File: src/rtl/btb_update_ctrl_pkg.sv
// Shared types and defaults for the BTB update controller: FSM encoding,
// parameter defaults and the queued update record.
package btb_update_ctrl_pkg;

  localparam int unsigned DEPTH_DEF = 4;
  localparam int unsigned SETS_DEF  = 32;

  typedef enum logic [0:0] {
    ST_INIT = 1'b0,
    ST_RUN  = 1'b1
  } state_e;

  typedef struct packed {
    logic [31:0] pc;
    logic [31:0] target;
  } upd_entry_t;

endpackage

File: src/rtl/btb_upd_fifo.sv
// Circular update queue: DEPTH entries, power-of-two pointers that wrap
// naturally, occupancy counter one bit wider than the pointers.
module btb_upd_fifo
  import btb_update_ctrl_pkg::*;
#(
  parameter int unsigned DEPTH = DEPTH_DEF
) (
  input  logic                       clk,
  input  logic                       rst_n,
  input  logic                       clr_i,
  input  logic                       push_i,
  input  upd_entry_t                 entry_i,
  input  logic                       pop_i,
  output upd_entry_t                 entry_o,
  output logic                       full_o,
  output logic                       empty_o,
  output logic [$clog2(DEPTH):0]     count_o
);

  localparam int unsigned PW = $clog2(DEPTH);
  localparam int unsigned CW = PW + 1;

  logic [PW-1:0] wr_ptr_q, wr_ptr_d;
  logic [PW-1:0] rd_ptr_q, rd_ptr_d;
  logic [CW-1:0] count_q, count_d;
  upd_entry_t    mem_q [DEPTH];
  logic          push_ok;
  logic          pop_ok;

  assign full_o  = (count_q == CW'(DEPTH));
  assign empty_o = (count_q == {CW{1'b0}});
  assign count_o = count_q;
  assign entry_o = mem_q[rd_ptr_q];
  assign push_ok = push_i & ~full_o;
  assign pop_ok  = pop_i & ~empty_o;

  // Pointer and occupancy next-state; a clear overrides any push or pop.
  always_comb begin
    wr_ptr_d = wr_ptr_q;
    rd_ptr_d = rd_ptr_q;
    count_d  = count_q;
    if (clr_i) begin
      wr_ptr_d = {PW{1'b0}};
      rd_ptr_d = {PW{1'b0}};
      count_d  = {CW{1'b0}};
    end else begin
      if (push_ok) begin
        wr_ptr_d = wr_ptr_q + PW'(1);
      end else begin
        wr_ptr_d = wr_ptr_q;
      end
      if (pop_ok) begin
        rd_ptr_d = rd_ptr_q + PW'(1);
      end else begin
        rd_ptr_d = rd_ptr_q;
      end
      case ({push_ok, pop_ok})
        2'b10:   count_d = count_q + CW'(1);
        2'b01:   count_d = count_q - CW'(1);
        default: count_d = count_q;
      endcase
    end
  end

  always_ff @(posedge clk or negedge rst_n) begin
    if (!rst_n) begin
      wr_ptr_q <= {PW{1'b0}};
      rd_ptr_q <= {PW{1'b0}};
      count_q  <= {CW{1'b0}};
    end else begin
      wr_ptr_q <= wr_ptr_d;
      rd_ptr_q <= rd_ptr_d;
      count_q  <= count_d;
    end
  end

  // Entry storage needs no reset: only slots covered by occupancy are read.
  always_ff @(posedge clk) begin
    if (push_ok && !clr_i) begin
      mem_q[wr_ptr_q] <= entry_i;
    end
  end

endmodule

File: src/rtl/btb_update_ctrl.sv
// BTB update controller: sweeps every BTB set clear after reset/flush, then
// drains queued taken-branch updates onto a one-cycle update strobe.
module btb_update_ctrl
  import btb_update_ctrl_pkg::*;
#(
  parameter int unsigned DEPTH = DEPTH_DEF,
  parameter int unsigned SETS  = SETS_DEF
) (
  input  logic                    clk,
  input  logic                    rst_n,
  input  logic                    upd_valid_i,
  input  logic [31:0]             upd_pc_i,
  input  logic [31:0]             upd_target_i,
  input  logic                    upd_taken_i,
  output logic                    upd_ready_o,
  input  logic                    flush_i,
  output logic                    btb_init_o,
  output logic [$clog2(SETS)-1:0] btb_init_set_o,
  output logic                    btb_upd_o,
  output logic [31:0]             btb_upd_pc_o,
  output logic [31:0]             btb_upd_target_o,
  output logic                    lookup_block_o,
  output logic [7:0]              drop_cnt_o
);

  localparam int unsigned SW = $clog2(SETS);
  localparam int unsigned CW = $clog2(DEPTH) + 1;

  state_e        state_q, state_d;
  logic [SW-1:0] set_q, set_d;
  logic          upd_q, upd_d;
  logic [31:0]   upd_pc_q, upd_pc_d;
  logic [31:0]   upd_tgt_q, upd_tgt_d;
  logic [7:0]    drop_q, drop_d;

  logic          fifo_full;
  logic          fifo_empty;
  logic [CW-1:0] fifo_count;
  logic          accept;
  logic          pop;
  logic          lost;
  upd_entry_t    push_entry;
  upd_entry_t    head_entry;

  assign push_entry = '{pc: upd_pc_i, target: upd_target_i};
  assign accept     = upd_valid_i & ~fifo_full & upd_taken_i & ~flush_i;
  assign pop        = (state_q == ST_RUN) & ~fifo_empty & ~flush_i;
  assign lost       = upd_valid_i & upd_taken_i & ~flush_i & (fifo_count == CW'(DEPTH));

  btb_upd_fifo #(
    .DEPTH (DEPTH)
  ) u_fifo (
    .clk     (clk),
    .rst_n   (rst_n),
    .clr_i   (flush_i),
    .push_i  (accept),
    .entry_i (push_entry),
    .pop_i   (pop),
    .entry_o (head_entry),
    .full_o  (fifo_full),
    .empty_o (fifo_empty),
    .count_o (fifo_count)
  );

  // Sweep/run sequencing; flush always restarts the sweep from set 0.
  always_comb begin
    state_d = state_q;
    set_d   = set_q;
    if (flush_i) begin
      state_d = ST_INIT;
      set_d   = {SW{1'b0}};
    end else begin
      case (state_q)
        ST_INIT: begin
          if (set_q == SW'(SETS - 1)) begin
            state_d = ST_RUN;
            set_d   = {SW{1'b0}};
          end else begin
            state_d = ST_INIT;
            set_d   = set_q + SW'(1);
          end
        end
        ST_RUN: begin
          state_d = ST_RUN;
          set_d   = {SW{1'b0}};
        end
        default: begin
          state_d = ST_INIT;
          set_d   = {SW{1'b0}};
        end
      endcase
    end
  end

  // Update strobe, held update payload and saturating drop counter.
  always_comb begin
    upd_d     = pop;
    upd_pc_d  = upd_pc_q;
    upd_tgt_d = upd_tgt_q;
    drop_d    = drop_q;
    if (pop) begin
      upd_pc_d  = head_entry.pc;
      upd_tgt_d = head_entry.target;
    end else begin
      upd_pc_d  = upd_pc_q;
      upd_tgt_d = upd_tgt_q;
    end
    if (lost && (drop_q != 8'hFF)) begin
      drop_d = drop_q + 8'd1;
    end else begin
      drop_d = drop_q;
    end
  end

  always_ff @(posedge clk or negedge rst_n) begin
    if (!rst_n) begin
      state_q   <= ST_INIT;
      set_q     <= {SW{1'b0}};
      upd_q     <= 1'b0;
      upd_pc_q  <= 32'h0000_0000;
      upd_tgt_q <= 32'h0000_0000;
      drop_q    <= 8'h00;
    end else begin
      state_q   <= state_d;
      set_q     <= set_d;
      upd_q     <= upd_d;
      upd_pc_q  <= upd_pc_d;
      upd_tgt_q <= upd_tgt_d;
      drop_q    <= drop_d;
    end
  end

  assign upd_ready_o      = ~fifo_full;
  assign btb_init_o       = (state_q == ST_INIT);
  assign lookup_block_o   = (state_q == ST_INIT);
  assign btb_init_set_o   = set_q;
  assign btb_upd_o        = upd_q;
  assign btb_upd_pc_o     = upd_pc_q;
  assign btb_upd_target_o = upd_tgt_q;
  assign drop_cnt_o       = drop_q;

endmodule
File: config.mk
export PLATFORM = sky130hd
export DESIGN_NAME = btb_update_ctrl
export DESIGN_NICKNAME = d
export VERILOG_FILES = /design/src/rtl/btb_update_ctrl_pkg.sv /design/src/rtl/btb_upd_fifo.sv /design/src/rtl/btb_update_ctrl.sv
export SDC_FILE = /design/constraint.sdc
export NUM_CORES = 1
export LEC_CHECK = 0
export CAP_MARGIN = 20
export CORE_UTILIZATION = 60
export CTS_CLUSTER_SIZE = 25
export DETAILED_ROUTE_END_ITERATION = 6
export HOLD_SLACK_MARGIN = 0.15
export PLACE_DENSITY = 0.85
export SLEW_MARGIN = 30
export SYNTH_ARGS = -nofsm -noshare
export SYNTH_HDL_FRONTEND = slang
export SYNTH_HIERARCHICAL = 1
export SYNTH_SLANG_ARGS = --single-unit
File: constraint.sdc
create_clock -name clk -period 10.1 [get_ports clk]
set_input_delay 2.02 -clock clk [delete_from_list [all_inputs] [get_ports clk]]
set_output_delay 2.02 -clock clk [all_outputs]
set_load 0.02 [all_outputs]
==> summary.md, run 1 <==
| Metric | Value |
|---|---|
| Status | `finished clean` |
| Netlist cell types | `43` |
| Max-Cap Viols | `0` |
| Final wirelength | `between 20000 and 30000 um` |
| Syn Inst Count | `around 600` |
| Synth warn | `6` |
| Maximum clock path buffer count | `3` |
| Vias in the first global route | `6834` |
| # rows | `53` |
| Final core occ | `74.5%` |
| Area Growth Syn to Fin | `21.6%` |
| Slew Viols, Final | `0` |
| Worst slew pin tran | `roughly 1.0 ns` |
| Fin. Hold Viols | `0` |
| LEAKAGE | `5.56 nW` |
| H-tree depth | `2` |
| Critical hold path startpoint | `state_q$_DFF_PN0_` |
| TritonCTS clock tree | `done` |
| GP Congestion | `~0.77` |
| Wirelength per Cell | `24.8 um` |
| Post-CTS sizing | `0` |
| IO Pins | `150` |
| Via count | `6441` |
| HP Class | `reg2reg` |
| Via-to-Cell Ratio | `6.07` |
| EDFF count, synth | `roughly 260` |
| Buffers on Ports | `roughly 150` |
| Initial cell density of the core | `between 60% and 70%` |
| Avg Inst Size Synth | `around 22 sq um` |
| Critical Setup Path Class | `in2reg` |
| Ys async rst share | `between 20% and 30%` |
| Starting DRT DRC Count | `around 370` |
| Reg-to-reg startpoint | `u_fifo/count_o[1]$_DFFE_PN0P_` |
| Slew headroom | `between 30 and 40%` |
| Core Box Area | `about 0.021 sq mm` |
| Syn Nets | `676` |
| Antenna violations before repair | `0` |
| Setup crit start kind | `input pin` |
| Total CTS buffers | `34` |
| Clock latency on the worst-skew pair | `approximately 0.51 ns` |
| R2R setup slack | `6.67 ns` |
| Max Fclk | `202 MHz` |
| DRC | `0` |
| Setup Viol. Count Final | `0` |
| CP arrival | `~5 ns` |
| First-pass GRT wire length | `40100 um` |
| CP Cell Sequence | `clkdlybuf4s50_1, nand3b_4, nor2_1, nor3b_1, and2_4` |
| Drt first pass iters | `5` |
| Largest net degree at the start of global routing | `75` |
| Crit path time final | `about 5 ns` |
| Clock Skews | `between 0.02 and 0.025 ns` |
| Slowest stage delay, CP | `roughly 0.9 ns` |
| Setup crit end kind | `register` |
| RSZ-0062 raised after global routing | `no` |
| Die ar. | `between 0.02 and 0.025 sq mm` |
| Total track usage | `25.0%` |
| Fin crit share | `approximately 49%` |
| Gr ovfl total | `0` |
| CP startpoint | `flush_i` |
| Detail Route Antenna Nets | `0` |
| Chip width | `between 100 and 150 um` |
| Setup TNS | `0 ns` |
| Post-cts hold buffer count | `0` |
| Setup Buffers After CTS | `0` |
| Die height | `~150 um` |
| Max stage delay cell, worst path | `and2_4` |
| TritonCTS Sinks | `342` |
| P per Cell Area | `around 180 mW/mm^2` |
| Fillers | `about 1100` |
| Commonest non-fill, non-tap cell in the layout | `edfxtp_1` |
| Data required, critical path | `roughly 10 ns` |
| Reg clk slew, reported paths | `0.06 ns` |
| DPL Wire Length | `~15000 um` |
| Main synth FF type | `edfxtp_1` |
| Crit path max fanout | `64` |
| Commonest non-fill, non-tap cells in the layout | `256 x edfxtp_1, 148 x clkdlybuf4s50_1, 84 x dfrtp_1` |
| Post-synthesis cell area | `between 0.01 and 0.015 sq mm` |
| Layout cells sized above 1 | `roughly 24%` |
| CTS Root Buffer Type | `clkbuf_16` |
| Yosys reg bits | `between 300 and 400` |
| Worst IR Drop VDD | `about 0.17 mV` |
| Layout Nets | `837` |
| Register area share after synthesis | `between 70% and 80%` |
## critical path: cells and delay by family
kind / cells / cell delay [ns]
buffers and inverters: 1 / 0.64
and+or+nand+nor: 4 / 2.31
## final timing paths
| check | cells past startpoint | to |
|---|---|---|
| max in group asynchronous | 2 | u_fifo/rd_ptr_q[1]$_DFFE_PN0P_ |
| setup reg to reg | 5 | u_fifo/mem_q[2][9]$_DFFE_PP_ |
| hold / removal | 1 | btb_init_set_o[4]$_DFF_PN0_ |
| setup / recovery | 5 | u_fifo/mem_q[2][9]$_DFFE_PP_ |
| hold reg to reg | 1 | btb_init_set_o[4]$_DFF_PN0_ |
| min in group asynchronous | 1 | btb_init_set_o[0]$_DFF_PN0_ |
## sequential cells by signal, indices dropped and copies added (netlist names)
register and count:
u_fifo/mem_q 256, btb_upd_pc_o 32, btb_upd_target_o 32, drop_cnt_o 8, btb_init_set_o 5, u_fifo/count_o 3, u_fifo/rd_ptr_q 2, u_fifo/wr_ptr_q 2
btb_upd_o 1, state_q 1
## synthesized netlist by cell type (2+ instances only)
cell type | n | area, sq um
and3_1 | 2 | 12.5
nand3_1 | 2 | 10.0
mux2_2 | 64 | 721
and2_1 | 4 | 25.0
o21ai_0 | 3 | 15.0
xnor2_1 | 5 | 43.8
xor2_1 | 3 | 26.3
buf_2 | 10 | 50.1
a211oi_1 | 3 | 22.5
ha_1 | 7 | 87.6
nor2_1 | 14 | 52.6
mux4_2 | 64 | 1440
mux2i_1 | 3 | 30.0
a21oi_1 | 5 | 25.0
nor3_1 | 3 | 15.0
clkbuf_1 | 2 | 7.51
nand2_1 | 9 | 33.8
mux2_1 | 2 | 22.5
buf_6 | 6 | 67.6
o21ai_1 | 2 | 10.0
nand2b_1 | 4 | 25.0
buf_4 | 9 | 67.6
edfxtp_1 | 256 | 7690
nand4_1 | 4 | 25.0
dfrtp_1 | 86 | 2150
inv_1 | 9 | 33.8
nor3b_1 | 2 | 15.0
## kinds of logic after synthesis
logic type                 after synthesis  share of synthesized area, %
and+or+nand+nor                         50                          2.23
DFF                                    342                          76.3
buffers and inverters                   36                          1.76
xor gates and xnor gates                 8                         0.544
AOI/OAI and AO/OA                       22                          1.11
adders and majority gates                8                         0.835
muxes                                  133                          17.2
## where the power goes
| part | leakage (nW) | total (W) | internal [W] | switching, W |
|---|---|---|---|---|
| clock | 0.538 | 0.00123 | 0.000725 | 0.000507 |
| combinational | 1.53 | 0.0000867 | 0.0000423 | 0.0000444 |
| sequential | 3.49 | 0.00153 | 0.00153 | 0.00000665 |
| total | 5.56 | 0.00285 | 0.00229 | 0.000558 |
## through the flow
step	setup slack (ns)	cell area, sq um	hold WS, ns	power, W	std cells
2_1_floorplan	5.34	12900	0.441	0.00158	599
3_3_place_gp	5.08	14600	0.455	0.00164	999
3_5_place_dp	4.76	14600	0.483	0.00165	999
4_1_cts	5.20	15700	0.489	0.00287	1059
5_1_grt	5.02	15700	0.516	0.00293	1059
6_report	5.16	15700	0.488	0.00285	1061
## layout make-up
type | count | area (sq um) | area share, %
repair buffers | 152 | 1520 | 9.67
flip-flops and latches | 342 | 9850 | 62.9
well taps | 275 | 344 | 2.20
multi-input cells | 221 | 2840 | 18.1
diodes | 2 | 5.00 | 0.0319
inverters | 9 | 33.8 | 0.216
clock buffers | 44 | 923 | 5.89
clock inverters | 16 | 160 | 1.02
## layer usage
| layer | up-vias | GRT usage [%] | part of all wire, % |
|---|---|---|---|
| li1 | 2721 | - | - |
| met1 | 3354 | 31.6 | 36 |
| met2 | 297 | 43.5 | 54 |
| met3 | 69 | 3.87 | 6.0 |
| met4 | 0 | 10.6 | 3.5 |
| met5 | - | 0 | 0 |
(Power assumes the default switching activity.)
==> run 2, diff against run 1 <==
CORE_UTILIZATION = 50   (was 60)
PLACE_DENSITY = 0.75   (was 0.85)
clock period = 4.5 ns   (was 10.1 ns; I/O delays follow)
==> run 2 against run 1 <==
Sequential cell count did not move. Die area rose by 20%. Final cell count up 6.4%. Via count decreased by 3.9%. First-iteration DRC count grew 15%. Register-to-register slack lost 5.1 ns. Sequential share of layout area decreased by 1.1 points. Clock power increased by 130%. Setup slack got worse by 3.8 ns. Sequential power increased by 120%.
==> summary.md, run 2 (synthesis gave the netlist of run 1 again) <==
| Metric | Value |
|---|---|
| Status | `finished clean (unchanged)` |
| Commonest non-fill, non-tap cells in the layout | `256 x edfxtp_1, 148 x clkdlybuf4s50_1, 84 x dfrtp_1 (unchanged)` |
| Post-cts hold buffer count | `0 (unchanged)` |
| Reg with most FFs | `u_fifo/mem_q (unchanged)` |
| Die ar. | `0.0264 sq mm (was 0.0221 sq mm)` |
| First-pass GRT wire length | `38000 um (was 40100 um)` |
| H-tree depth | `2 (unchanged)` |
| Layout cells sized above 1 | `25.6% (was 24.4%)` |
| Worst IR Drop VDD | `0.267 mV (was 0.174 mV)` |
| Vias in the first global route | `6724 (was 6834)` |
| Clock latency on the worst-skew pair | `0.50 ns (was 0.51 ns)` |
| DRC | `0 (unchanged)` |
| Die height | `163 um (was 149 um)` |
| LEAKAGE | `5.65 nW (was 5.56 nW)` |
| Fin. Hold Viols | `0 (unchanged)` |
| Power after layout | `0.00651 W (was 0.00285 W)` |
| Slew headroom | `35.5% (was 32.6%)` |
| HP Class | `in2async (was reg2reg)` |
| Placement Setup Slack | `0.853 ns (was 4.76 ns)` |
| Largest net degree at the start of global routing | `75 (unchanged)` |
| Critical Setup Path Class | `in2reg (unchanged)` |
| Setup TNS | `0 ns (unchanged)` |
| Setup Viol. Count Final | `0 (unchanged)` |
| IO Pins | `150 (unchanged)` |
| Slew Viols, Final | `0 (unchanged)` |
| Worst slew pin tran | `0.968 ns (was 1.01 ns)` |
| Crit path max fanout | `34 (was 64)` |
| TritonCTS Sinks | `342 (unchanged)` |
| Final wirelength | `24300 um (was 26400 um)` |
| Crit path time final | `~3.1 ns` |
| Setup Buffers After CTS | `0 (unchanged)` |
| Detail Route Antenna Nets | `0 (unchanged)` |
| DPL Wire Length | `14800 um (was 14900 um)` |
| Starting DRT DRC Count | `420 (was 365)` |
| Area Growth Syn to Fin | `23.8% (was 21.6%)` |
| P per Cell Area | `408 mW/mm^2 (was 182 mW/mm^2)` |
| Max Fclk | `319 MHz` |
| Layout Nets | `848 (was 837)` |
| CTS Root Buffer Type | `clkbuf_16 (unchanged)` |
| Worst hold margin | `0.481 ns (was 0.488 ns)` |
| Initial cell density of the core | `51.0% (was 61.3%)` |
| Commonest non-fill, non-tap cell in the layout | `edfxtp_1 (unchanged)` |
| Setup WS post-layout | `1.36 ns (was 5.16 ns)` |
| Buffers on Ports | `149 (unchanged)` |
| Core Box Area | `0.0253 sq mm (was 0.0210 sq mm)` |
| Total track usage | `19.2% (was 25.0%)` |
| Chip width | `163 um (was 149 um)` |
| Wirelength per Cell | `21.5 um (was 24.8 um)` |
| Reg clk slew, reported paths | `0.07 ns (was 0.06 ns)` |
| # rows | `58 (was 53)` |
| Total CTS buffers | `35 (was 34)` |
| Setup crit start kind | `input pin (unchanged)` |
| Via-to-Cell Ratio | `5.49 (was 6.07)` |
| CP arrival | `3.34 ns (was 5.06 ns)` |
| Drt first pass iters | `4 (was 5)` |
| Fin crit share | `a little over two thirds` |
| Clock Skews | `0.0165 ns (was 0.0205 ns)` |
| RSZ-0062 raised after global routing | `no (unchanged)` |
| Maximum clock path buffer count | `3 (unchanged)` |
| Largest register FFs | `256 (unchanged)` |
| GP Congestion | `0.763 (was 0.770)` |
| TritonCTS clock tree | `done (unchanged)` |
| Antenna violations before repair | `1 (was 0)` |
| Max-Cap Viols | `0 (unchanged)` |
| Via count | `6193 (was 6441)` |
| Data required, critical path | `4.70 ns (was 10.22 ns)` |
| Post-CTS sizing | `0 (unchanged)` |
| Final Cell Area | `0.0160 sq mm (was 0.0157 sq mm)` |
| Dpl cell area | `0.0148 sq mm (was 0.0146 sq mm)` |
| Setup crit end kind | `register (unchanged)` |
| Gr ovfl total | `0 (unchanged)` |
==> run 2: cell count changes in the layout (fill, tap and decap cells not counted), moves of 2 or more <==
cell / previous run / this run
buf_12: 0 / 3
buf_4: 3 / 9
clkbuf_16: 35 / 37
clkbuf_8: 1 / 3
clkinv_2: 7 / 2
clkinv_4: 0 / 3
clkinvlp_4: 0 / 2
==> run 2: final cells by class <==
cell class / instances / area [sq um]
clock buffers: 48 / 997
flip-flops and latches: 342 / 9850
fillers: 1659 / 9300
repair buffers: 162 / 1650
inverters: 9 / 33.8
clock inverters: 15 / 175
well taps: 330 / 413
multi-input cells: 221 / 2840
diodes: 2 / 5.00
==> run 2: per-layer routing <==
metal | wire length (um) | vias up | share of wire, % | GRT usage [%]
li1 | - | 2747 | - | -
met1 | 9670 | 3233 | 40 | 24.9
met2 | 12700 | 177 | 52 | 32.8
met3 | 1400 | 36 | 5.7 | 3.79
met4 | 494 | 0 | 2.0 | 5.78
met5 | 0 | - | 0 | 0
==> run 2: path summary, 6_finish.rpt <==
check	start	endpoint	slack (ns)	depth (start not counted)
worst max-delay path	flush_i	u_fifo/mem_q[2][29]$_DFFE_PP_	1.36	8
worst min-delay path	rst_n	btb_upd_target_o[15]$_DFFE_PN0P_	0.48	1
worst max register to register	u_fifo/count_o[1]$_DFFE_PN0P_	u_fifo/mem_q[2][29]$_DFFE_PP_	1.62	7
worst min register to register	btb_init_set_o[0]$_DFF_PN0_	btb_init_set_o[0]$_DFF_PN0_	0.50	1
max in group asynchronous	rst_n	btb_upd_target_o[1]$_DFFE_PN0P_	3.06	2
min in group clk	btb_init_set_o[0]$_DFF_PN0_	btb_init_set_o[0]$_DFF_PN0_	0.50	1
==> run 2: through the flow <==
| step | utilization [%] | cells |
|---|---|---|
| 2_1_floorplan | - | 599 |
| 3_3_place_gp | 58.4 | 1063 |
| 3_5_place_dp | 58.5 | 1064 |
| 4_1_cts | 63.1 | 1127 |
| 5_1_grt | 63.2 | 1127 |
| 6_report | 63.2 | 1129 |
==> run 2: worst max-delay path: stages <==
cell,delay [ns]
clkdlybuf4s50_1,0.40
buf_4,0.18
nand3b_4,0.18
nor2_1,0.12
buf_4,0.19
nor3b_1,0.42
and2_4,0.59
buf_4,0.31
==> run 2: where the power goes <==
group	total [W]	switching [W]	leakage, nW	internal (W)
clock	0.00288	0.00114	0.566	0.00174
sequential	0.00344	0.0000138	3.49	0.00342
combinational	0.000193	0.0000964	1.60	0.0000970
total	0.00651	0.00125	5.65	0.00526
==> run 3, diff against run 2 <==
CORE_UTILIZATION = 56   (was 50)
PLACE_DENSITY = 0.8   (was 0.75)
clock period = 3.19 ns   (was 4.5 ns; I/O delays follow)
==> run 3 against run 2 <==
Critical path depth fell by 4. Critical path type is now reg2out. Register-to-register slack got worse by 0.88 ns. Wire length rose by 1.1%. Global-route usage rose by 2.6 points. Sequential share of layout area fell by 0.69 points. First-iteration DRC count fell by 3.8%.
==> summary.md, run 3 (synthesis gave the netlist of run 1 again) <==
| Metric | Value |
|---|---|
| Die ar. | `0.0236 sq mm (was 0.0264 sq mm)` |
| Layout cells sized above 1 | `26.3% (was 25.6%)` |
| Reg clk slew, reported paths | `0.06 ns (was 0.07 ns)` |
| Area Growth Syn to Fin | `25.2% (was 23.8%)` |
| Clock latency on the worst-skew pair | `0.50 ns (about the same)` |
| Setup TNS | `0 ns (unchanged)` |
| Via count | `6283 (was 6193)` |
| Setup Viol. Count Final | `0 (unchanged)` |
| R2R cell count | `9 (was 7)` |
| Starting DRT DRC Count | `404 (was 420)` |
| First-pass GRT wire length | `38600 um (was 38000 um)` |
| TritonCTS Sinks | `342 (unchanged)` |
| Final core occ | `71.5% (was 63.2%)` |
| Max-Cap Viols | `0 (unchanged)` |
| Worst IR Drop VDD | `0.411 mV (was 0.267 mV)` |
| Setup Buffers After CTS | `0 (unchanged)` |
| Initial cell density of the core | `57.1% (was 51.0%)` |
| Post-CTS sizing | `0 (unchanged)` |
| Setup crit start kind | `register (was input pin)` |
| Crit path max fanout | `8 (was 34)` |
| Maximum clock path buffer count | `3 (unchanged)` |
| Wirelength per Cell | `22.4 um (was 21.5 um)` |
| Critical Setup Path Class | `reg2out (was in2reg)` |
| Clock Skews | `0.0157 ns (was 0.0165 ns)` |
| Total CTS buffers | `34 (was 35)` |
| TritonCTS clock tree | `done (unchanged)` |
| Drt first pass iters | `4 (unchanged)` |
| Slew Viols, Final | `0 (unchanged)` |
| Fin crit share | `84.6%` |
| Setup WS post-layout | `0.490 ns (was 1.36 ns)` |
| CP Cell Sequence | `nand2b_1, nor2_1, inv_1, clkdlybuf4s50_1 (was clkdlybuf4s50_1, buf_4, nand3b_4, nor2_1, buf_4, nor3b_1, and2_4, buf_4)` |
| Crit path time final | `roughly 2.7 ns` |
| DPL Wire Length | `15600 um (was 14800 um)` |
| CTS Root Buffer Type | `clkbuf_16 (unchanged)` |
| LEAKAGE | `5.74 nW (was 5.65 nW)` |
| Data required, critical path | `2.55 ns (was 4.70 ns)` |
| Max Fclk | `about 370 MHz` |
| Gr ovfl total | `0 (unchanged)` |
| Max stage delay cell, worst path | `clkdlybuf4s50_1 (was and2_4)` |
| Chip width | `154 um (was 163 um)` |
| Worst slew pin tran | `0.972 ns (was 0.968 ns)` |
| GP Congestion | `0.822 (was 0.763)` |
| Reg with most FFs | `u_fifo/mem_q (unchanged)` |
| Placement Setup Slack | `0.237 ns (was 0.853 ns)` |
| Commonest non-fill, non-tap cells in the layout | `256 x edfxtp_1, 148 x clkdlybuf4s50_1, 84 x dfrtp_1 (unchanged)` |
| Core Box Area | `0.0226 sq mm (was 0.0253 sq mm)` |
| Post-cts hold buffer count | `0 (unchanged)` |
| HP Class | `in2async (unchanged)` |
| Buffers on Ports | `149 (unchanged)` |
| RSZ-0062 raised after global routing | `no (unchanged)` |
| Slowest stage delay, CP | `0.54 ns (was 0.59 ns)` |
| Reg-to-reg startpoint | `u_fifo/count_o[0]$_DFFE_PN0P_ (was u_fifo/count_o[1]$_DFFE_PN0P_)` |
| Setup crit end kind | `output pin (was register)` |
| Worst hold margin | `0.259 ns (was 0.481 ns)` |
| Detail Route Antenna Nets | `0 (unchanged)` |
| CP startpoint | `u_fifo/count_o[1]$_DFFE_PN0P_ (was flush_i)` |
| Largest net degree at the start of global routing | `75 (unchanged)` |
| Via-to-Cell Ratio | `5.73 (was 5.49)` |
| Status | `finished clean (unchanged)` |
| Vias in the first global route | `6786 (was 6724)` |
| Die height | `154 um (was 163 um)` |
| Commonest non-fill, non-tap cell in the layout | `edfxtp_1 (unchanged)` |
| DRC | `0 (unchanged)` |
| Final wirelength | `24600 um (was 24300 um)` |
| Largest register FFs | `256 (unchanged)` |
| Antenna violations before repair | `2 (was 1)` |
| Layout Nets | `862 (was 848)` |
| Total track usage | `21.8% (was 19.2%)` |
| H-tree depth | `2 (unchanged)` |
| IO Pins | `150 (unchanged)` |
| CP arrival | `2.06 ns (was 3.34 ns)` |
| # rows | `55 (was 58)` |
| Fin. Hold Viols | `0 (unchanged)` |
| P per Cell Area | `558 mW/mm^2 (was 408 mW/mm^2)` |
| Slew headroom | `35.2% (was 35.5%)` |
[run 3: critical path: cells and delay by family (launching register included)]
| kind | cells | cell delay (ns) |
|---|---|---|
| flops | 1 | 0.49 |
| simple gates | 2 | 0.47 |
| buf+inv | 2 | 0.61 |
[run 3: per-stage QoR]
| stage | power, W | instance area [sq um] | cells |
|---|---|---|---|
| after floorplan | 0.00501 | 12900 | 599 |
| after global placement | 0.00521 | 15000 | 1034 |
| after detailed placement | 0.00523 | 15000 | 1034 |
| after CTS | 0.00908 | 16100 | 1095 |
| after global routing | 0.00925 | 16100 | 1096 |
| final | 0.00900 | 16100 | 1097 |
[run 3: final cells by class]
cell class | count | area [sq um]
flip-flops and latches | 342 | 9850
fillers | 1337 | 6430
multi-input cells | 221 | 2840
repair buffers | 177 | 1970
clock buffers | 47 | 931
well taps | 285 | 357
clock inverters | 14 | 151
inverters | 9 | 33.8
diodes | 2 | 5.00
[run 3: layer usage]
layer | up-vias | GRT usage, % | share of wire [%]
met5 | - | 0 | 0
met1 | 3243 | 28.0 | 39
li1 | 2772 | - | -
met4 | 0 | 6.48 | 2.3
met3 | 46 | 3.64 | 4.9
met2 | 222 | 38.5 | 54
[run 3: report_power, final]
| part | internal, W | switching, W | total, W |
|---|---|---|---|
| clock | 0.00230 | 0.00157 | 0.00387 |
| combinational | 0.000145 | 0.000138 | 0.000283 |
| sequential | 0.00483 | 0.0000194 | 0.00485 |
[run 3: path summary, 6_finish.rpt]
kind	end	slack, ns
max	upd_ready_o	0.49
min	btb_upd_pc_o[12]$_DFFE_PN0P_	0.26
max reg2reg	u_fifo/count_o[1]$_DFFE_PN0P_	0.74
min reg2reg	btb_init_set_o[4]$_DFF_PN0_	0.48
max in group asynchronous	btb_upd_o$_DFF_PN0_	2.21
min in group clk	btb_init_set_o[4]$_DFF_PN0_	0.48
